==> src/rtl/ahb_pkg.sv <==
// Shared AHB 2.0 encodings and master FSM state constants for the single-master engine.
package ahb_pkg;

   localparam logic [1:0] HTRANS_IDLE   = 2'b00;
   localparam logic [1:0] HTRANS_BUSY   = 2'b01;
   localparam logic [1:0] HTRANS_NONSEQ = 2'b10;
   localparam logic [1:0] HTRANS_SEQ    = 2'b11;

   localparam logic [1:0] HRESP_OKAY  = 2'b00;
   localparam logic [1:0] HRESP_ERROR = 2'b01;
   localparam logic [1:0] HRESP_RETRY = 2'b10;
   localparam logic [1:0] HRESP_SPLIT = 2'b11;

   localparam logic [2:0] HSIZE_WORD    = 3'b010;
   localparam logic [2:0] HBURST_SINGLE = 3'b000;

   localparam logic [1:0] RSP_OK        = 2'b00;
   localparam logic [1:0] RSP_BUS_ERR   = 2'b01;
   localparam logic [1:0] RSP_RETRY_EXH = 2'b10;

   typedef logic [2:0] mst_state_t;

   localparam mst_state_t ST_IDLE  = 3'd0;
   localparam mst_state_t ST_REQ   = 3'd1;
   localparam mst_state_t ST_ADDR  = 3'd2;
   localparam mst_state_t ST_DATA  = 3'd3;
   localparam mst_state_t ST_RESP2 = 3'd4;

endpackage

==> src/rtl/ahb_single_master.sv <==
// AHB 2.0 bus-master engine: one command at a time, single NONSEQ word transfer,
// wait states, ERROR/RETRY/SPLIT handling and a one-cycle completion pulse.
module ahb_single_master
   import ahb_pkg::*;
#(
   parameter int unsigned ADDR_W    = 32,
   parameter int unsigned DATA_W    = 32,
   parameter int unsigned MAX_RETRY = 4
) (
   input  logic              HCLK,
   input  logic              HRESETn,
   input  logic              cmd_valid,
   output logic              cmd_ready,
   input  logic              cmd_write,
   input  logic [ADDR_W-1:0] cmd_addr,
   input  logic [DATA_W-1:0] cmd_wdata,
   output logic              rsp_valid,
   output logic [DATA_W-1:0] rsp_rdata,
   output logic [1:0]        rsp_status,
   output logic              HBUSREQ,
   input  logic              HGRANT,
   input  logic              HREADY,
   input  logic [1:0]        HRESP,
   input  logic [DATA_W-1:0] HRDATA,
   output logic [1:0]        HTRANS,
   output logic [ADDR_W-1:0] HADDR,
   output logic              HWRITE,
   output logic [2:0]        HSIZE,
   output logic [2:0]        HBURST,
   output logic [DATA_W-1:0] HWDATA
);

   mst_state_t        state_q, state_d;
   logic [3:0]        retry_q, retry_d;
   logic              cwrite_q, cwrite_d;
   logic [ADDR_W-1:0] caddr_q, caddr_d;
   logic [DATA_W-1:0] cwdata_q, cwdata_d;
   logic [1:0]        rcode_q, rcode_d;
   logic              busreq_q, busreq_d;
   logic [1:0]        htrans_q, htrans_d;
   logic [ADDR_W-1:0] haddr_q, haddr_d;
   logic              hwrite_q, hwrite_d;
   logic [DATA_W-1:0] hwdata_q, hwdata_d;
   logic              rsp_valid_q, rsp_valid_d;
   logic [DATA_W-1:0] rsp_rdata_q, rsp_rdata_d;
   logic [1:0]        rsp_status_q, rsp_status_d;

   logic              resp_fin;
   logic [1:0]        resp_code;
   logic [4:0]        retry_inc;

   always_comb begin
      state_d      = state_q;
      retry_d      = retry_q;
      cwrite_d     = cwrite_q;
      caddr_d      = caddr_q;
      cwdata_d     = cwdata_q;
      rcode_d      = rcode_q;
      busreq_d     = busreq_q;
      htrans_d     = htrans_q;
      haddr_d      = haddr_q;
      hwrite_d     = hwrite_q;
      hwdata_d     = hwdata_q;
      rsp_valid_d  = 1'b0;
      rsp_rdata_d  = rsp_rdata_q;
      rsp_status_d = rsp_status_q;
      resp_fin     = 1'b0;
      resp_code    = rcode_q;
      retry_inc    = {1'b0, retry_q} + 5'd1;

      case (state_q)
         ST_IDLE: begin
            if (cmd_valid) begin
               cwrite_d = cmd_write;
               caddr_d  = cmd_addr;
               cwdata_d = cmd_wdata;
               retry_d  = '0;
               busreq_d = 1'b1;
               state_d  = ST_REQ;
            end
         end
         ST_REQ: begin
            if (HGRANT && HREADY) begin
               htrans_d = HTRANS_NONSEQ;
               haddr_d  = caddr_q;
               hwrite_d = cwrite_q;
               state_d  = ST_ADDR;
            end
         end
         ST_ADDR: begin
            if (HREADY) begin
               htrans_d = HTRANS_IDLE;
               busreq_d = 1'b0;
               if (cwrite_q) hwdata_d = cwdata_q;
               state_d  = ST_DATA;
            end
         end
         ST_DATA: begin
            if (HRESP == HRESP_OKAY) begin
               if (HREADY) begin
                  rsp_valid_d  = 1'b1;
                  rsp_status_d = RSP_OK;
                  if (!cwrite_q) rsp_rdata_d = HRDATA;
                  state_d      = ST_IDLE;
               end
            end else if (HREADY) begin
               // Slave skipped the first response cycle: act on it as the second one.
               resp_fin  = 1'b1;
               resp_code = HRESP;
            end else begin
               rcode_d = HRESP;
               state_d = ST_RESP2;
            end
         end
         ST_RESP2: begin
            if (HREADY) resp_fin = 1'b1;
         end
         default: state_d = ST_IDLE;
      endcase

      if (resp_fin) begin
         if (resp_code == HRESP_ERROR) begin
            rsp_valid_d  = 1'b1;
            rsp_status_d = RSP_BUS_ERR;
            state_d      = ST_IDLE;
         end else begin
            // 5-bit compare so MAX_RETRY=15 cannot wrap the counter back to zero.
            retry_d = retry_inc[3:0];
            if (retry_inc <= 5'(MAX_RETRY)) begin
               busreq_d = 1'b1;
               state_d  = ST_REQ;
            end else begin
               rsp_valid_d  = 1'b1;
               rsp_status_d = RSP_RETRY_EXH;
               state_d      = ST_IDLE;
            end
         end
      end
   end

   always_ff @(posedge HCLK or negedge HRESETn) begin
      if (!HRESETn) begin
         state_q      <= ST_IDLE;
         retry_q      <= '0;
         cwrite_q     <= 1'b0;
         caddr_q      <= '0;
         cwdata_q     <= '0;
         rcode_q      <= '0;
         busreq_q     <= 1'b0;
         htrans_q     <= HTRANS_IDLE;
         haddr_q      <= '0;
         hwrite_q     <= 1'b0;
         hwdata_q     <= '0;
         rsp_valid_q  <= 1'b0;
         rsp_rdata_q  <= '0;
         rsp_status_q <= RSP_OK;
      end else begin
         state_q      <= state_d;
         retry_q      <= retry_d;
         cwrite_q     <= cwrite_d;
         caddr_q      <= caddr_d;
         cwdata_q     <= cwdata_d;
         rcode_q      <= rcode_d;
         busreq_q     <= busreq_d;
         htrans_q     <= htrans_d;
         haddr_q      <= haddr_d;
         hwrite_q     <= hwrite_d;
         hwdata_q     <= hwdata_d;
         rsp_valid_q  <= rsp_valid_d;
         rsp_rdata_q  <= rsp_rdata_d;
         rsp_status_q <= rsp_status_d;
      end
   end

   assign cmd_ready  = (state_q == ST_IDLE);
   assign rsp_valid  = rsp_valid_q;
   assign rsp_rdata  = rsp_rdata_q;
   assign rsp_status = rsp_status_q;
   assign HBUSREQ    = busreq_q;
   assign HTRANS     = htrans_q;
   assign HADDR      = haddr_q;
   assign HWRITE     = hwrite_q;
   assign HWDATA     = hwdata_q;
   assign HSIZE      = HSIZE_WORD;
   assign HBURST     = HBURST_SINGLE;

endmodule

==> config.mk <==
export PLATFORM = sky130hd
export DESIGN_NAME = ahb_single_master
export DESIGN_NICKNAME = d
export VERILOG_FILES = /design/src/rtl/ahb_pkg.sv /design/src/rtl/ahb_single_master.sv
export SDC_FILE = /design/constraint.sdc
export NUM_CORES = 1
export LEC_CHECK = 0
export ABC_AREA = 1
export CAP_MARGIN = 20
export CORE_ASPECT_RATIO = 0.6
export CORE_MARGIN = 2
export CORE_UTILIZATION = 47
export DETAILED_ROUTE_END_ITERATION = 10
export PLACE_DENSITY = 0.8
export SKIP_LAST_GASP = 1
export SLEW_MARGIN = 20
export SYNTH_ARGS = -nofsm -noshare
export SYNTH_HDL_FRONTEND = slang
export SYNTH_SLANG_ARGS = --single-unit
==> constraint.sdc <==
create_clock -name HCLK -period 1.6 [get_ports HCLK]
set_input_delay 0.16 -clock HCLK [delete_from_list [all_inputs] [get_ports HCLK]]
set_output_delay 0.16 -clock HCLK [all_outputs]
set_load 0.1 [all_outputs]
# ---- After elaboration in Yosys (flattened, before gate mapping)
# Index checks and enable logic that the tools add are counted.
dict set report op_classes {
  addsub 1
  n_lt_le_gt_ge 1
  eq_ne 13
  mux 40
  bitwise_logic 3
  n_reduce_logical 11
}
# op n
set op_table {}
lappend op_table {{$mux 2} 11}
lappend op_table {{$mux 3} 7}
lappend op_table {{$mux 4} 4}
lappend op_table {{$pmux 3 s5} 1}
lappend op_table {{$mux 1} 14}
lappend op_table {{$reduce_and 3->1} 3}
lappend op_table {{$ne 4x4->1 const B} 2}
lappend op_table {{$eq 3x2->1 const B} 2}
lappend op_table {{$ne 2x2->1 const B} 3}
lappend op_table {{$ne 3x3->1 const B} 2}
lappend op_table {{$reduce_and 6->1} 1}
lappend op_table {{$add 4x1->5 const B} 1}
lappend op_table {{$le 5x3->1 const B} 1}
lappend op_table {{$pmux 1 s2} 2}
lappend op_table {{$pmux 2 s2} 1}
lappend op_table {{$reduce_and 2->1} 2}
lappend op_table {{$reduce_and 4->1} 1}
lappend op_table {{$eq 3x1->1 const B} 1}
lappend op_table {{$eq 3x3->1 const B} 1}
lappend op_table {{$logic_not 3->1} 1}
lappend op_table {{$ne 3x2->1 const B} 1}
lappend op_table {{$not 1->1} 3}
lappend op_table {{$eq 2x1->1 const B} 1}
lappend op_table {{$logic_not 2->1} 1}
lappend op_table {{other kinds (2)} 2}
dict set report totals {
  reg_bits 177
}

# ---- Longest topological paths before layout
# Gate-level depths: netlist (run 1).
dict set report logic_depth {
  ltp_word 6
  ltp_mapped 9
  ltp_nobuf 9
}

# ---- Worst setup path after synthesis (run 1)
# OpenSTA, ideal clock, no wires.
dict set report synth_timing {
  path_type {register to output}
  startpoint {register state_q[0]}
  endpoint {output cmd_ready}
  arrival_ps 1275
  required_ps 1440
  setup_slack_ps 165
  stages_incl_launch_ff 4
  n_path_buf 0
  cell_sequence {dfrtp_1 > nor2_1 > nand2_1 > inv_1}
}
dict set report synth_via {
  elab_chain_cells 1
}
# element line
set synth_rtl {}
lappend synth_rtl {{start: declaration} ahb_single_master.sv:33} ;# mst_state_t state_q, state_d;
lappend synth_rtl {{start signal: assignment} ahb_single_master.sv:158} ;# state_q <= state_d;
lappend synth_rtl {{$logic_not 3->1} ahb_single_master.sv:175} ;# assign cmd_ready = (state_q == ST_IDLE);
lappend synth_rtl {{end: declaration} ahb_single_master.sv:13} ;# output logic cmd_ready,
# No other way between the ends.

# ---- Worst setup path in the final report (run 1)
dict set report layout_timing {
  startpoint {register state_q[1]}
  endpoint {output cmd_ready}
}
# The elaborated chain is that of the path after synthesis.

==> results.py, run 1 <==
metrics = {
    "outcome": {
        "status": "complete, no violations",
    },
    "clocking": {
        "worstSkewPairLatency_ns": 0.42,
        "cts_buffer_depth": 2,
        "h-tree-depth": 4,
        "clkTransAtPathRegs_ns": 0.07,
        "cts_tree": "built",
        "cts.sink_count": 176,
        "cts_made_buffers": 17,
        "cts-root-buf": "clkbuf_16",
    },
    "yosys": {
        "yosysWarnings": 0,
        "synth-seq-cells": 176,
        "netlist.area_leader.share": 0.636,
        "synth.largest_area_cell": "dfrtp_1",
        "seq_area_frac_synth": 0.636,
        "synth_common_cells": "nand2_1 (321), dfrtp_1 (176), nand3_1 (77)",
        "yosys-top-cells-area": "dfrtp_1 (64%), nand2_1 (17%), nand3_1 (5.6%), o21ai_0 (5.4%), inv_1 (2.5%)",
        "synth-async-reset-ratio": 1.00,
        "synth_ff_type": "dfrtp_1",
        "yosysMostFrequentCell": "nand2_1",
        "synthCells": 768,
        "synth.avg_cell_area_um2": 9.02,
        "yosysUniqueCellTypes": 23,
        "synth-edff-count": 0,
        "netlist_area_um2": 6930,
    },
    "floorplanning": {
        "core_area_um2": 14500,
        "die_y_um": 98.1,
        "die_x_um": 161,
        "die-area_um2": 15800,
        "num_io_pins": 214,
        "num_rows": 34,
        "initial_core_util": 0.479,
    },
    "final_layout": {
        "nFillCells": 961,
        "final_core_util": 0.759,
        "area_delta_synth_final_pct": 58.4,
        "diodes": 0,
        "final_nets": 1082,
        "layout-drive-gt1-share": 0.172,
    },
    "routing": {
        "drc_errors": 0,
        "drt_iter0_markers": 396,
        "drt_first_pass_iters": 5,
        "wirelength_um": 18500,
        "vias": 5844,
        "antenna_left": 0,
        "vias_per_cell": 4.92,
        "wl_per_cell_um": 15.6,
    },
    "worst_setup_path": {
        "crit_fanout": 5,
        "worstReg2RegStart": "state_q[2]",
        "startpoint_type": "flop",
        "path_class": "reg -> out",
        "slowest_delay_ns": 0.45,
        "crit_slowest_cell": "dfrtp_2",
        "reg2reg_slack_ns": 0.10,
        "r2r-end": "HWDATA[31]",
        "crit_path_end_kind": "output port",
        "cp.arrival_ns": 1.36,
        "rr_worst_depth": 7,
        "cp.required_ns": 1.44,
        "critPathBufInv": 2,
        "crit_family": "flip-flops",
        "cp_cell_sequence": "nor2_4 > nand2_1 > inv_1 > buf_12",
    },
    "global_routing": {
        "grt_pass1_vias": 6059,
        "overflow": 0,
        "grt_pass1_wl_um": 30800,
        "grt_max_degree": 72,
        "antenna_found_initial": 1,
        "grt_use_total": 0.247,
    },
    "place": {
        "io_buffers": 206,
        "routabilityCongestion": 0.865,
        "dp_hpwl_um": 12900,
    },
    "sta": {
        "max_freq_mhz": 657,
        "report.final.slew_viol_count": 0,
        "period_share": 0.951,
        "fin_crit_ns": 1.52,
        "hold_viol_final": 0,
        "fin_worst_skew_ns": 0.0155,
        "setup_violations": 0,
        "rsz0062_at_grt": "yes",
    },
    "job": {
        "cap_violations": 0,
    },
    "min_path": {
        "min_path_type": "in -> async",
    },
}
==> routing by layer <==
metal	routed length [um]	track usage
met1	8030	0.328
met2	8690	0.398
met3	1650	0.0892
met4	136	0.0522
met5	13	0
==> final cells by class <==
class	count	area [um^2]	share of cell area
tap	198	248	0.0226
sequential	176	4410	0.402
clock buffer	20	447	0.0407
inverter	49	184	0.0168
clock inverter	12	128	0.0116
multi-input combinational	502	2150	0.196
timing repair buffer	231	3410	0.311
==> placed cells by master (no fill, tap or decap), types with 14 or more instances in the layout <==
cell type,instances
buf_12,113
buf_4,14
clkbuf_16,17
clkdlybuf4s50_1,102
dfrtp_1,174
inv_1,47
nand2_1,320
nand3_1,77
o21ai_0,75
==> kinds of logic (layout without fill, tap and decap cells) <==
group / count (synthesis) / in the layout / synth area share
DFF: 176 / 176 / 0.636
AOI/OAI and AO/OA: 77 / 77 / 0.0560
buffers and inverters: 95 / 312 / 0.0592
adders and majority gates: 1 / 1 / 0.00181
xor gates and xnor gates: 1 / 1 / 0.00126
other: 2 / 7 / 0.00108
and+or+nand+nor: 414 / 414 / 0.242
muxes: 2 / 2 / 0.00325
==> per-stage QoR <==
step | hold WS, ns | area (um^2) | std cells | TNS [ns] | setup slack (ns)
2_1_floorplan | -0.136 | 6950 | 773 | 0 | 0.165
3_3_place_gp | 0.0505 | 10400 | 1153 | 0 | 0.0159
3_5_place_dp | 0.0548 | 10400 | 1153 | -1.37 | -0.0655
4_1_cts | 0.191 | 10900 | 1186 | 0 | 0.0140
5_1_grt | 0.202 | 11000 | 1188 | -0.0604 | -0.0212
6_report | 0.194 | 11000 | 1188 | 0 | 0.0778
==> sequential cells by signal (all words and copies together), names as in the netlist <==
name        count
caddr_q        32
HWRITE          1
HBUSREQ         1
HWDATA         32
HTRANS          1
rcode_q         2
cwrite_q        1
rsp_valid       1
rsp_rdata      32
rsp_status      2
retry_q         4
HADDR          32
state_q         3
cwdata_q       32
==> worst max-delay path by stage <==
| stage | slack (ns) | end | start | cells after the start |
|---|---|---|---|---|
| 3_3_place_gp | 0.02 | HADDR[1] | HREADY | 6 |
| 2_1_floorplan | 0.16 | cmd_ready | state_q[0] | 3 |
| 3_5_place_dp | -0.07 | rsp_rdata[29] | HRESP[1] | 8 |
| 6_report | 0.08 | cmd_ready | state_q[1] | 4 |
| 5_1_grt | -0.02 | retry_q[3] | state_q[0] | 7 |
| 4_1_cts | 0.01 | cmd_ready | state_q[0] | 4 |
==> timing repair <==
action                     4_1_cts  5_1_grt
resized for setup                1        6
cloned                           0        0
hold endpoints to repair        73        0
pin swaps                        0        1
setup endpoints to repair        1       73
hold buffers                     1        0
buffers inserted                 0        2
Power of run 1 is left out: the tool's default activity adds up to more than one toggle a clock period on the data nets, which glitch-free logic cannot reach.
==> run 2: changes to the inputs <==
--- a/config.mk
+++ b/config.mk
@@ -7,11 +7,13 @@
 export LEC_CHECK = 0
 export ABC_AREA = 1
 export CAP_MARGIN = 20
+export CELL_PAD_IN_SITES_DETAIL_PLACEMENT = 1
+export CELL_PAD_IN_SITES_GLOBAL_PLACEMENT = 2
 export CORE_ASPECT_RATIO = 0.6
 export CORE_MARGIN = 2
-export CORE_UTILIZATION = 47
+export CORE_UTILIZATION = 27
 export DETAILED_ROUTE_END_ITERATION = 10
-export PLACE_DENSITY = 0.8
+export PLACE_DENSITY_LB_ADDON = 0.1
 export SKIP_LAST_GASP = 1
 export SLEW_MARGIN = 20
 export SYNTH_ARGS = -nofsm -noshare
==> run 2 against run 1 <==
  * Via count shrank 2.5%
  * Core utilization decreased by 31 points
  * Die area rose by 71%
  * Non-clock buffer count up 8
  * Register-to-register slack improved by 0.02 ns
  * First-iteration DRC count decreased by 50%
  * Sequential share of layout area shrank 0.91 points
  * Maximum frequency grew 0.52%
  * Critical path type unchanged
  * Critical endpoint unchanged
  * Largest cell class unchanged
  * Highest routed layer unchanged
==> results.py, run 2 (synthesis results as in run 1) <==
metrics = {
    "outcome": {
        "status": "complete, no violations",
    },
    "place": {
        "dp_hpwl_um": 14700,
        "dpl_worst_slack_ns": -0.0613,
        "io_buffers": 206,
        "routabilityCongestion": 0.705,
    },
    "sta": {
        "rsz0062_at_grt": "yes",
        "max_freq_mhz": 660,
        "setup_violations": 0,
        "whs_ns": 0.239,
        "report.final.slew_viol_count": 0,
        "period_share": 0.946,
        "fin_ws_ns": 0.0857,
        "fin_worst_skew_ns": 0.00744,
        "hold_viol_final": 0,
        "fin_crit_ns": 1.51,
    },
    "final_layout": {
        "area_delta_synth_final_pct": 62.1,
        "nFillCells": 2759,
        "layout-drive-gt1-share": 0.181,
        "final_common_cell": "nand2_1",
        "final_core_util": 0.445,
        "layout_common_cells": "nand2_1 (319), dfrtp_1 (173), buf_12 (113)",
        "diodes": 0,
        "final_nets": 1090,
    },
    "worst_setup_path": {
        "worstReg2RegStart": "state_q[0]",
        "r2r-end": "rsp_status[0]",
        "crit_path_end_kind": "output port",
        "rr_worst_depth": 8,
        "cp.required_ns": 1.44,
        "crit_slowest_cell": "dfrtp_2",
        "startpoint_type": "flop",
        "path_class": "reg -> out",
        "slowest_delay_ns": 0.45,
        "cp_cell_sequence": "nor2_4 > nand2_1 > inv_1 > buf_12",
        "reg2reg_slack_ns": 0.12,
        "crit_fanout": 4,
        "cp.arrival_ns": 1.35,
    },
    "clocking": {
        "cts_tree": "built",
        "worstSkewPairLatency_ns": 0.44,
        "h-tree-depth": 4,
        "cts_buffer_depth": 2,
        "cts.sink_count": 176,
        "clkTransAtPathRegs_ns": 0.07,
        "cts-root-buf": "clkbuf_16",
        "cts_made_buffers": 17,
    },
    "floorplanning": {
        "die-area_um2": 27000,
        "die_x_um": 211,
        "initial_core_util": 0.275,
        "num_rows": 45,
        "num_io_pins": 214,
        "die_y_um": 128,
        "core_area_um2": 25200,
    },
    "routing": {
        "drt_iter0_markers": 199,
        "antenna_left": 0,
        "vias": 5700,
        "drc_errors": 0,
        "wl_per_cell_um": 15.7,
        "drt_first_pass_iters": 4,
        "wirelength_um": 20900,
        "vias_per_cell": 4.30,
    },
    "global_routing": {
        "grt_use_met3": 0.0576,
        "grt_max_degree": 58,
        "overflow": 0,
        "antenna_found_initial": 2,
        "busiest_layer": "met2",
        "grt_use_met1": 0.229,
        "grt_use_total": 0.163,
        "grt_pass1_vias": 5767,
        "grt_pass1_wl_um": 33400,
        "met2_usage": 0.235,
    },
    "min_path": {
        "min_path_type": "in -> async",
    },
    "job": {
        "cap_violations": 0,
    },
}
==> run 2: layout make-up <==
class / instances / area (um^2) / area share
inverter: 49 / 184 / 0.0164
clock buffer: 23 / 488 / 0.0434
clock inverter: 9 / 105 / 0.00936
multi-input combinational: 502 / 2160 / 0.192
sequential: 176 / 4410 / 0.392
timing repair buffer: 239 / 3480 / 0.309
tap: 329 / 412 / 0.0366
==> run 2: what timing repair did <==
item,CTS,global route
endpoints found under the setup margin,3,70
endpoints found under the hold margin,41,0
hold buffers,1,0
gates resized for setup,4,7
pin swaps,0,1
setup buffers,0,2
==> run 2: metal layers <==
metal  vias up  wire length, um
met5         -               27
met4         4              170
met3        15             1320
met2       106             9130
met1      2748            10300
li1       2827                -
==> run 2: through the flow <==
stage,TNS (ns),instance area (um^2),instances
6_report,0,11200,1327
5_1_grt,-0.00618,11200,1327
4_1_cts,-0.00590,11200,1325
3_5_place_dp,-1.05,10600,1292
3_3_place_gp,0,10600,1292
2_1_floorplan,0,6950,773
==> run 2: how the worst max path moves through the flow <==
stage,endpoint,slack [ns],start,cells after the start
after floorplan,cmd_ready,0.16,state_q[0],3
after global placement,retry_q[2],0.01,HREADY,8
after detailed placement,rsp_rdata[29],-0.06,HRESP[1],7
after CTS,cmd_ready,-0.006,state_q[1],4
after global routing,HWDATA[6],-0.006,state_q[2],7
final,cmd_ready,0.09,state_q[0],4
==> run 2: critical path: cells and delay by family, from the launching register on <==
family / cells / cell delay [ns]
buf+inv: 2 / 0.27
flops: 1 / 0.45
simple gates: 2 / 0.19
Power of run 2 is left out for the same reason.
==> run 3: changes to the inputs <==
--- a/config.mk
+++ b/config.mk
@@ -13,6 +13,7 @@
 export CORE_MARGIN = 2
 export CORE_UTILIZATION = 27
 export DETAILED_ROUTE_END_ITERATION = 10
+export MAX_ROUTING_LAYER = met4
 export PLACE_DENSITY_LB_ADDON = 0.1
 export SKIP_LAST_GASP = 1
 export SLEW_MARGIN = 20
==> run 3 against run 2 <==
  * Global-route usage increased by 0.49 points
  * First-iteration DRC count up 5.5%
  * Critical path depth unchanged
  * Routed wire length shrank 0.10%
  * Non-clock buffer count did not move
  * Setup slack improved by 0.0037 ns
  * Sequential share of layout area is essentially flat
==> results.py, run 3 (synthesis results as in run 1) <==
metrics = {
    "sta": {
        "fin_crit_ns": 1.51,
        "fin_setup_tns_ns": 0,
        "rsz0062_at_grt": "yes",
        "max_freq_mhz": 662,
        "setup_violations": 0,
        "report.final.slew_viol_count": 0,
        "period_share": 0.944,
        "whs_ns": 0.238,
        "fin_worst_skew_ns": 0.00765,
        "hold_viol_final": 0,
    },
    "final_layout": {
        "final_common_cell": "nand2_1",
        "layout_common_cells": "nand2_1 (319), dfrtp_1 (173), buf_12 (113)",
        "final_nets": 1090,
        "seq_area_um2": 4410,
        "layout-drive-gt1-share": 0.181,
        "area_delta_synth_final_pct": 62.2,
        "multi_input_area_um2": 2160,
        "layoutNonFillerInstCount": 1329,
        "nFillCells": 2761,
    },
    "global_routing": {
        "antenna_found_initial": 2,
        "overflow": 0,
        "grt_use_total": 0.168,
        "grt_pass1_vias": 5797,
        "grt_pass1_wl_um": 33400,
        "grt_max_degree": 58,
    },
    "routing": {
        "vias": 5712,
        "antenna_left": 0,
        "drt_iter0_markers": 210,
        "drt_first_pass_iters": 4,
        "wirelength_um": 20900,
        "drc_errors": 0,
        "vias_per_cell": 4.30,
        "wl_per_cell_um": 15.7,
    },
    "clocking": {
        "worstSkewPairLatency_ns": 0.44,
        "cts_tree": "built",
        "clkTransAtPathRegs_ns": 0.07,
        "cts_buffer_depth": 2,
        "cts_made_buffers": 17,
        "h-tree-depth": 4,
        "cts.sink_count": 176,
        "cts-root-buf": "clkbuf_16",
    },
    "worst_setup_path": {
        "crit_fanout": 4,
        "cp.required_ns": 1.44,
        "path_class": "reg -> out",
        "cp.arrival_ns": 1.35,
        "crit_path_end_kind": "output port",
        "startpoint_type": "flop",
        "worstReg2RegStart": "state_q[2]",
        "cp-startpoint": "state_q[0]",
    },
    "place": {
        "placed_cells": 1292,
        "routabilityCongestion": 0.713,
        "io_buffers": 206,
        "dp_hpwl_um": 14700,
    },
    "min_path": {
        "min_path_type": "in -> async",
    },
    "floorplanning": {
        "core_area_um2": 25200,
        "num_rows": 45,
        "initial_core_util": 0.275,
        "die_x_um": 211,
        "die-area_um2": 27000,
        "num_io_pins": 214,
        "die_y_um": 128,
    },
    "outcome": {
        "status": "complete, no violations",
    },
    "job": {
        "cap_violations": 0,
    },
}
[run 3: what timing repair did]
action                                  4_1_cts  5_1_grt
endpoints found under the setup margin        3       70
hold endpoints to repair                     41        0
resized for setup                             4        7
pin swaps                                     0        1
buffers inserted                              0        2
hold buffers                                  1        0
[run 3: layout make-up]
| type | count | area share |
|---|---|---|
| sequential | 176 | 0.392 |
| timing repair buffer | 239 | 0.309 |
| multi-input combinational | 502 | 0.192 |
| clock buffer | 23 | 0.0434 |
| tap | 329 | 0.0366 |
| inverter | 49 | 0.0164 |
| clock inverter | 9 | 0.00935 |
| antenna | 2 | 0.000445 |
[run 3: critical path: stages (launching register included)]
cell and delay [ns]:
dfrtp_2 0.45, nor2_4 0.13, nand2_1 0.06, inv_1 0.09, buf_12 0.18
[run 3: path summary, 6_finish.rpt]
kind	end	slack (ns)	cells after the start
hold / removal	HWDATA[16]	0.24	2
setup reg to reg	HWDATA[6]	0.13	7
hold reg to reg	cwdata_q[3]	0.48	2
max in group asynchronous	HWDATA[9]	0.78	3
min in group HCLK	cwdata_q[20]	0.26	3
setup / recovery	cmd_ready	0.09	4
[run 3: routing by layer]
metal,up-vias,GRT usage,part of all wire
li1,2828,-,-
met1,2766,0.230,0.49
met2,104,0.235,0.44
met3,14,0.0554,0.059
met4,0,0.0497,0.0091
met5,-,-,0
[run 3: per-stage QoR]
step	utilization	cell area, um^2	worst slack (ns)
final	0.445	11200	0.0894
after global routing	0.445	11200	-0.00401
after CTS	0.444	11200	-0.00590
after detailed placement	0.419	10600	-0.0613
after global placement	0.419	10600	0.0105
after floorplan	-	6950	0.165
Power of run 3 is left out for the same reason.
